<file path="src/rtl/genfor_cnt_bank.sv">
// Parametrised bank of saturating per-channel event counters with indexed clear
// and a valid/ready read port backed by a one-entry response buffer.
module genfor_cnt_bank #(
  parameter int NUM_CH = 4,
  parameter int CNT_W  = 8,
  parameter int RD_CLR = 0,
  parameter int IDX_W  = (NUM_CH > 1) ? $clog2(NUM_CH) : 1
) (
  input  logic              clk,
  input  logic              rst,
  input  logic [NUM_CH-1:0] inc,
  input  logic              clr_vld,
  input  logic [IDX_W-1:0]  clr_idx,
  input  logic              rd_req_vld,
  output logic              rd_req_rdy,
  input  logic [IDX_W-1:0]  rd_idx,
  output logic              rd_rsp_vld,
  input  logic              rd_rsp_rdy,
  output logic [CNT_W-1:0]  rd_rsp_data,
  output logic              rd_rsp_sat,
  output logic              any_sat
);

  localparam logic [CNT_W-1:0] CNT_MAX = '1;

  logic                     rd_accept;
  logic [NUM_CH*CNT_W-1:0]  cnt_flat;
  logic [NUM_CH-1:0]        sat_vec;
  logic [CNT_W-1:0]         rd_cnt_sel;
  logic                     rd_sat_sel;

  assign rd_req_rdy = !rd_rsp_vld || rd_rsp_rdy;
  assign rd_accept  = rd_req_vld && rd_req_rdy;
  assign any_sat    = |sat_vec;

  for (genvar i = 0; i < NUM_CH; i++) begin : g_ch
    logic [CNT_W-1:0] cnt;
    logic [CNT_W-1:0] cnt_nxt;
    logic             sat;
    logic             clr_hit;

    // Out-of-range indices never equal any generated i, so they touch nothing.
    assign clr_hit = (clr_vld && (clr_idx == IDX_W'(i))) ||
                     ((RD_CLR != 0) && rd_accept && (rd_idx == IDX_W'(i)));

    // Clear wins first, then a same-cycle increment lands on the zeroed value.
    always_comb begin
      cnt_nxt = cnt;
      if (clr_hit) begin
        cnt_nxt = inc[i] ? CNT_W'(1) : '0;
      end else if (inc[i] && (cnt != CNT_MAX)) begin
        cnt_nxt = cnt + CNT_W'(1);
      end
    end

    always_ff @(posedge clk) begin
      if (rst) begin
        cnt <= '0;
        sat <= 1'b0;
      end else begin
        cnt <= cnt_nxt;
        sat <= (cnt_nxt == CNT_MAX);
      end
    end

    assign cnt_flat[i*CNT_W +: CNT_W] = cnt;
    assign sat_vec[i]                 = sat;
  end

  always_comb begin
    rd_cnt_sel = '0;
    rd_sat_sel = 1'b0;
    for (int j = 0; j < NUM_CH; j++) begin
      if (rd_idx == IDX_W'(j)) begin
        rd_cnt_sel = cnt_flat[j*CNT_W +: CNT_W];
        rd_sat_sel = sat_vec[j];
      end
    end
  end

  // Response buffer: load on accept, drain on ready; data only moves on accept.
  always_ff @(posedge clk) begin
    if (rst) begin
      rd_rsp_vld  <= 1'b0;
      rd_rsp_data <= '0;
      rd_rsp_sat  <= 1'b0;
    end else if (rd_accept) begin
      rd_rsp_vld  <= 1'b1;
      rd_rsp_data <= rd_cnt_sel;
      rd_rsp_sat  <= rd_sat_sel;
    end else if (rd_rsp_rdy) begin
      rd_rsp_vld  <= 1'b0;
    end
  end

endmodule

</file>
<file path="config.mk">
export PLATFORM = sky130hd
export DESIGN_NAME = genfor_cnt_bank
export DESIGN_NICKNAME = d
export VERILOG_FILES = /design/src/rtl/genfor_cnt_bank.sv
export SDC_FILE = /design/constraint.sdc
export NUM_CORES = 1
export LEC_CHECK = 0
export BUFFER_PORTS_ARGS = -buffer_cell sky130_fd_sc_hd__buf_4
export CORE_MARGIN = 1.5
export CORE_UTILIZATION = 59
export DETAILED_ROUTE_END_ITERATION = 10
export PLACE_DENSITY = 0.8
export REMOVE_ABC_BUFFERS = 1
export SLEW_MARGIN = 15
export SYNTH_ARGS = -nofsm -noshare
export SYNTH_HDL_FRONTEND = slang
export SYNTH_SLANG_ARGS = --single-unit
</file>
<file path="constraint.sdc">
create_clock -name clk -period 2.3 [get_ports clk]
set_input_delay 0.46 -clock clk [delete_from_list [all_inputs] [get_ports clk]]
set_output_delay 0.46 -clock clk [all_outputs]
set_load 0.03 [all_outputs]
</file>
Word-level counts from Yosys, hierarchy flattened
Index checks and enable logic that the tools add are counted.
{"block": "totals", "wordCells": 66, "output_inout_bits": 12, "input_bits": 13, "reg_bits": 46}
{"block": "classes", "mux": 22, "reduce_logical": 15, "eq_ne": 14, "add_sub_neg": 4}
{"cell": "8-bit two-way mux", "count": 12}
{"cell": "8-bit by 1-bit adder with 8-bit output (second input constant)", "count": 4}
{"cell": "8-bit == test (second input constant)", "count": 4}
{"cell": "8-bit != test (second input constant)", "count": 4}
{"cell": "1-bit two-way mux", "count": 10}
{"cell": "1-bit logical AND", "count": 9}
{"cell": "2-bit == test (second input constant)", "count": 4}
{"cell": "2-bit by 1-bit == test with 1-bit output (second input constant)", "count": 2}
{"cell": "2-bit zero test", "count": 2}
{"cell": "4-bit OR reduction", "count": 1}
{"cell": "2-bit nonzero test", "count": 1}
{"cell": "1-bit zero test", "count": 1}
{"cell": "1-bit logical OR", "count": 1}

Depth between registers and ports, before layout
{"block": "logic_depth", "depth_word": 5, "depth_mapped": 7, "depth_no_buf": 6}

Worst setup path after synthesis
Ideal clock, no wire load.
{"block": "synth_timing", "path_type": "reg2reg", "startpoint": "reg g_ch[1].cnt[0]", "endpoint": "reg g_ch[1].sat", "synth_period_minus_slack_ns": 1.603, "setup_ns": 0.117, "stages_incl_launch_ff": 7, "path_buffers": 0, "arrival_time_ns": 1.487, "setup_slack_ns": 0.697, "required_time_ns": 2.183, "path_cell_list": "dfxtp_1 > ha_1 > nand3_2 > or3_1 > a21boi_1 > nor2_1 > and4b_1"}
{"block": "synth_between", "elab_chain_len": 5, "word_cells_on_any_way": 6}
{"element": "from (decl)", "line": "37", "text": "logic [CNT_W-1:0] cnt;"}
{"element": "from (signal assigned)", "line": "61", "text": "cnt <= cnt_nxt;"}
{"element": "parallel branches: the longest is 2 deep, another holds 8-bit by 1-bit adder with 8-bit output"}
{"element": "8-bit two-way mux (*)", "line": "51", "text": "end else if (inc[i] && (cnt != CNT_MAX)) begin"}
{"element": "8-bit two-way mux (*)", "line": "49", "text": "if (clr_hit) begin"}
{"element": "8-bit == test (*)", "line": "62", "text": "sat <= (cnt_nxt == CNT_MAX);"}
{"element": "to (signal assigned)", "line": "62"}
{"element": "to (decl)", "line": "39", "text": "logic sat;"}
Mark *: on every way between the ends.
A chain may end at the register's enable or synchronous reset.

Worst setup path after layout
{"block": "layout_timing", "startpoint": "reg g_ch[1].cnt[1]", "endpoint": "reg g_ch[1].sat"}
Same word-level chain as after synthesis.

==> results.txt <==
- Source-to-sink clock delay at the later pin of the worst-skew pair: 300 ps
- In this run the tightest slew margin relative to its limit is 0.6925.
* Reg2reg setup slack: 290 ps
- Die Height: 70.27 um
* Layout fillers: slightly below 400
* Area of the die: 4938 sq um
* Critical path's slowest cell: dfxtp_1
- Lkg Pwr: between 0.001 and 0.0015 uW
* Switching share of power: 0.2381
- WL final: 6073 um
- 0 antenna diodes ended up in the layout.
- Count of different cell masters after synthesis: 59
- The share of the Yosys chip area taken by registers is 0.3449.
- Pin count of the biggest net entering global routing: 20
- Highest attainable clock frequency: ~500 MHz
- Number of routed nets with antenna violations: 0
- Ratio of final minimum period to clock period: 0.8743
- Worst Path Arrival: between 2000 and 2500 ps
- The final-report max-slew violation count is 0.
- At the worst endpoint, the required time is between 2000 and 3000 ps.
- The number of global-route vias before repair was 2065.
* CTS max path bufs: 2
- Setup repair after global routing left no endpoint under its margin.
* Worst setup path category: register to register
- For this configuration, the core starts out at a cell density of 0.6132.
- Critical hold path startpoint: rd_req_vld
* Top flip-flop cell by instance count after synthesis: dfxtp_1
- Clk root buf: clkbuf_8
- The first global-routing pass estimated between 9000 and 10000 um of wire.
- IO Pins: 25
- Counting flops and latches in the post-synthesis netlist gives 46.
* Core Region: 4354 sq um
* Ratio of cells with drive above 1 in the final layout: 0.1590
- Vias: 2401
- Die width: 70.27 um
- The final layout contains 343 nets.
- In this run the worst path has a maximum fanout of 8.
- Walking the worst path, the cells encountered are ha_1 > nand3_2 > o21ai_1 > a32oi_1 > a311oi_1 > and4b_1.
- The startpoint identified for the worst register-to-register timing path is g_ch[1].cnt[1]$_SDFF_PP0_.
- Run status: finished clean
- VDD IR max: 322.7 uV
- Relative contribution of combinational cells to total power: 0.092
* Cell class contributing the biggest share of worst-path delay: compound AO/OA/AOI/OAI gates
- In the final routed layout, each cell accounts on average for 16.02 um.
* Max_cap viols: 0
- Growth of design area from synthesis to finish: 9.419%
- Post-Synthesis Mean Instance Area: 8.476 sq um
- Ys async rst share: 0
- Clock tree from TritonCTS: done
- Worst Hold End: rd_rsp_vld$_SDFFE_PP0P_
- Initial antenna violation count: 0
- First drt pass iteration count: 5
* GRT Resource Usage Total: 0.2543
- Synthesized instance count: 315
- Counting every sink on the clock net gives 46.
- Sum of negative setup slack: 0 ps
- Clock-pin slew was measured on the worst setup and hold paths at 90 ps.
- The internal power of the cells totals 1194 uW.
- The sequential cells in the finished layout cover a total of slightly above 900 sq um.
* Combined area of all synthesized cells: approximately 2700 sq um
- Power per cell area: 536.3 nW/um^2
* Share of power burned in registers: 0.528
- The worst hold path was traced through 3 stages.
* H-tree level count: 2
- Yosys printed 0 warnings.
- # Post-CTS Setup Buffers: 0
- Category of the worst setup path capture point: register
- Portion of total power attributed to the clock network: 0.381
- In the routed design, unresolved DRC markers number 0.
- The multi-input combinational cells in the finished layout cover a total of 1627 sq um.
* Hold violation total from the final report: 0
- The synthesized design contains 0 enable-type register cells.
- Post-cts sizing count: 0
- Routability-driven placement finished with a final weighted congestion of between 0.9 and 1.
- Once layout is complete, the cells apart from fillers number 379.
- In the post-route analysis, the smallest setup slack over all paths is between 200 and 300 ps.
- Number of buffers created by CTS: 5
- The total overflow left after global routing is 0.
- Number of vias per cell after detailed routing: ~6.3
* HPWL after detailed placement: 4376 um
- Least-Margin Pin Slew: around 460 ps
* CP peak stage delay: 430 ps
- Number of failing setup endpoints in the final timing report: 0
* Clock skew: 9.353 ps
- Summed over all nets, the switching power comes to 373.0 uW.
- Pre-CTS setup slack: 415.3 ps
- Min Tclk post-route: 2011 ps
* Number of placed cells counting well taps: 371
- In this run the worst hold path is classified as input pin to register.
- Count of buffering cells on the critical path with inverters included: 0
- The worst setup path is launched from a register.
- The count of buffers added on input and output ports is 24.
- Std-Cell Rows: 24
- Number of design-rule violations left by the first detailed-router iteration: 208
* Worst Reg-to-Reg Cells: 6
- Depth of the critical timing path with buffers and inverters included: 6
- Destination of the worst register-to-register timing path: g_ch[1].sat$_SDFF_PP0_
- In this run, post-CTS hold repair placed 0 buffers.
cell usage in the layout (no fill, tap or decap), types with 4 or more instances in the layout:
master / count
o21ai_0: 9
ha_1: 4
nand4_1: 12
a21oi_1: 22
xnor2_1: 7
nand2_1: 40
clkbuf_8: 5
xor2_1: 6
inv_1: 5
mux4_2: 8
and3_1: 5
mux2i_1: 7
nand3_1: 11
a211oi_1: 4
dfxtp_1: 46
a31oi_1: 6
nor2_1: 35
nand2b_1: 4
nor3_1: 7
o211ai_1: 4
buf_4: 24
worst max-delay path by stage:
| stage | start | slack (ps) | endpoint |
|---|---|---|---|
| finish | g_ch[1].cnt[1]$_SDFF_PP0_ | 290 | g_ch[1].sat$_SDFF_PP0_ |
| global route | g_ch[1].cnt[1]$_SDFF_PP0_ | 230 | g_ch[1].sat$_SDFF_PP0_ |
| CTS | g_ch[1].cnt[1]$_SDFF_PP0_ | 340 | g_ch[1].sat$_SDFF_PP0_ |
| detailed placement | g_ch[2].cnt[0]$_SDFF_PP0_ | 420 | g_ch[2].sat$_SDFF_PP0_ |
| global placement | g_ch[2].cnt[0]$_SDFF_PP0_ | 460 | g_ch[2].sat$_SDFF_PP0_ |
| floorplan | g_ch[1].cnt[0]$_SDFF_PP0_ | 700 | g_ch[1].sat$_SDFF_PP0_ |
registers in the layout (all words and copies together) (netlist names):
register	cells
rd_rsp_data	8
rd_rsp_vld	1
g_ch.cnt	32
g_ch.sat	4
rd_rsp_sat	1
layer usage:
metal,track usage,vias to the layer above,wire length [um]
li1,-,1177,-
met1,0.3426,1116,2719
met2,0.4245,100,2914
met3,0.04762,8,363
met4,0.05769,0,76
met5,0,-,0
per-stage QoR:
stage	utilization	hold slack, ps	power, uW	instance area, sq um
finish	0.6710	407.2	1567	2922
global route	0.6710	445.1	1619	2922
CTS	0.6710	404.5	1576	2922
detailed placement	0.6457	446.9	984.6	2811
global placement	0.6457	442.0	981.5	2811
floorplan	-	465.6	921.8	2566
final cells by class:
cell class | instances | share of cell area
multi-input cells | 244 | 0.5567
well taps | 52 | 0.02227
flip-flops and latches | 46 | 0.3152
clock buffers | 6 | 0.02484
repair buffers | 24 | 0.06167
clock inverters | 2 | 0.01285
inverters | 5 | 0.006424
kinds of logic after synthesis:
logic type,Yosys count,share of synthesized area
DFF,46,0.3449
buffers and inverters,25,0.04592
AOI/OAI and AO/OA,63,0.1500
and+or+nand+nor,148,0.2943
adders and majority gates,4,0.01874
muxes,16,0.1036
xor gates and xnor gates,13,0.04264
synth_stat cells (3+ instances only):
cell | instances | share of area
dfxtp_1 | 46 | 0.34
nand2_1 | 40 | 0.056
nor2_1 | 35 | 0.049
a21oi_1 | 22 | 0.041
nand4_1 | 12 | 0.028
nand3_1 | 11 | 0.021
buf_2 | 10 | 0.019
o21ai_0 | 9 | 0.017
mux4_2 | 8 | 0.067
mux2i_1 | 7 | 0.026
nor3_1 | 7 | 0.013
xnor2_1 | 7 | 0.023
a31oi_1 | 6 | 0.014
clkbuf_1 | 6 | 0.0084
xor2_1 | 6 | 0.020
and3_1 | 5 | 0.012
inv_1 | 5 | 0.0070
a211oi_1 | 4 | 0.011
ha_1 | 4 | 0.019
nand2b_1 | 4 | 0.0094
o211ai_1 | 4 | 0.011
and2_1 | 3 | 0.0070
nand3b_1 | 3 | 0.0084
nor3b_1 | 3 | 0.0084
nor4_1 | 3 | 0.0070
o21ai_1 | 3 | 0.0056
worst min-delay path, delay by kind of cell:
| kind | cells | cell delay (ps) |
|---|---|---|
| buffers and inverters | 2 | 160 |
| AO/OA/AOI/OAI | 1 | 50 |
power by group through the flow:
stage	clock network (uW)	registers (uW)	logic [uW]
3_5_place_dp	0	845	140
5_1_grt	633	829	156
2_1_floorplan	0	845	76.5
3_3_place_gp	0	844	138
6_report	597	827	144
4_1_cts	608	826	142
Power figures use the tool's default switching activity.
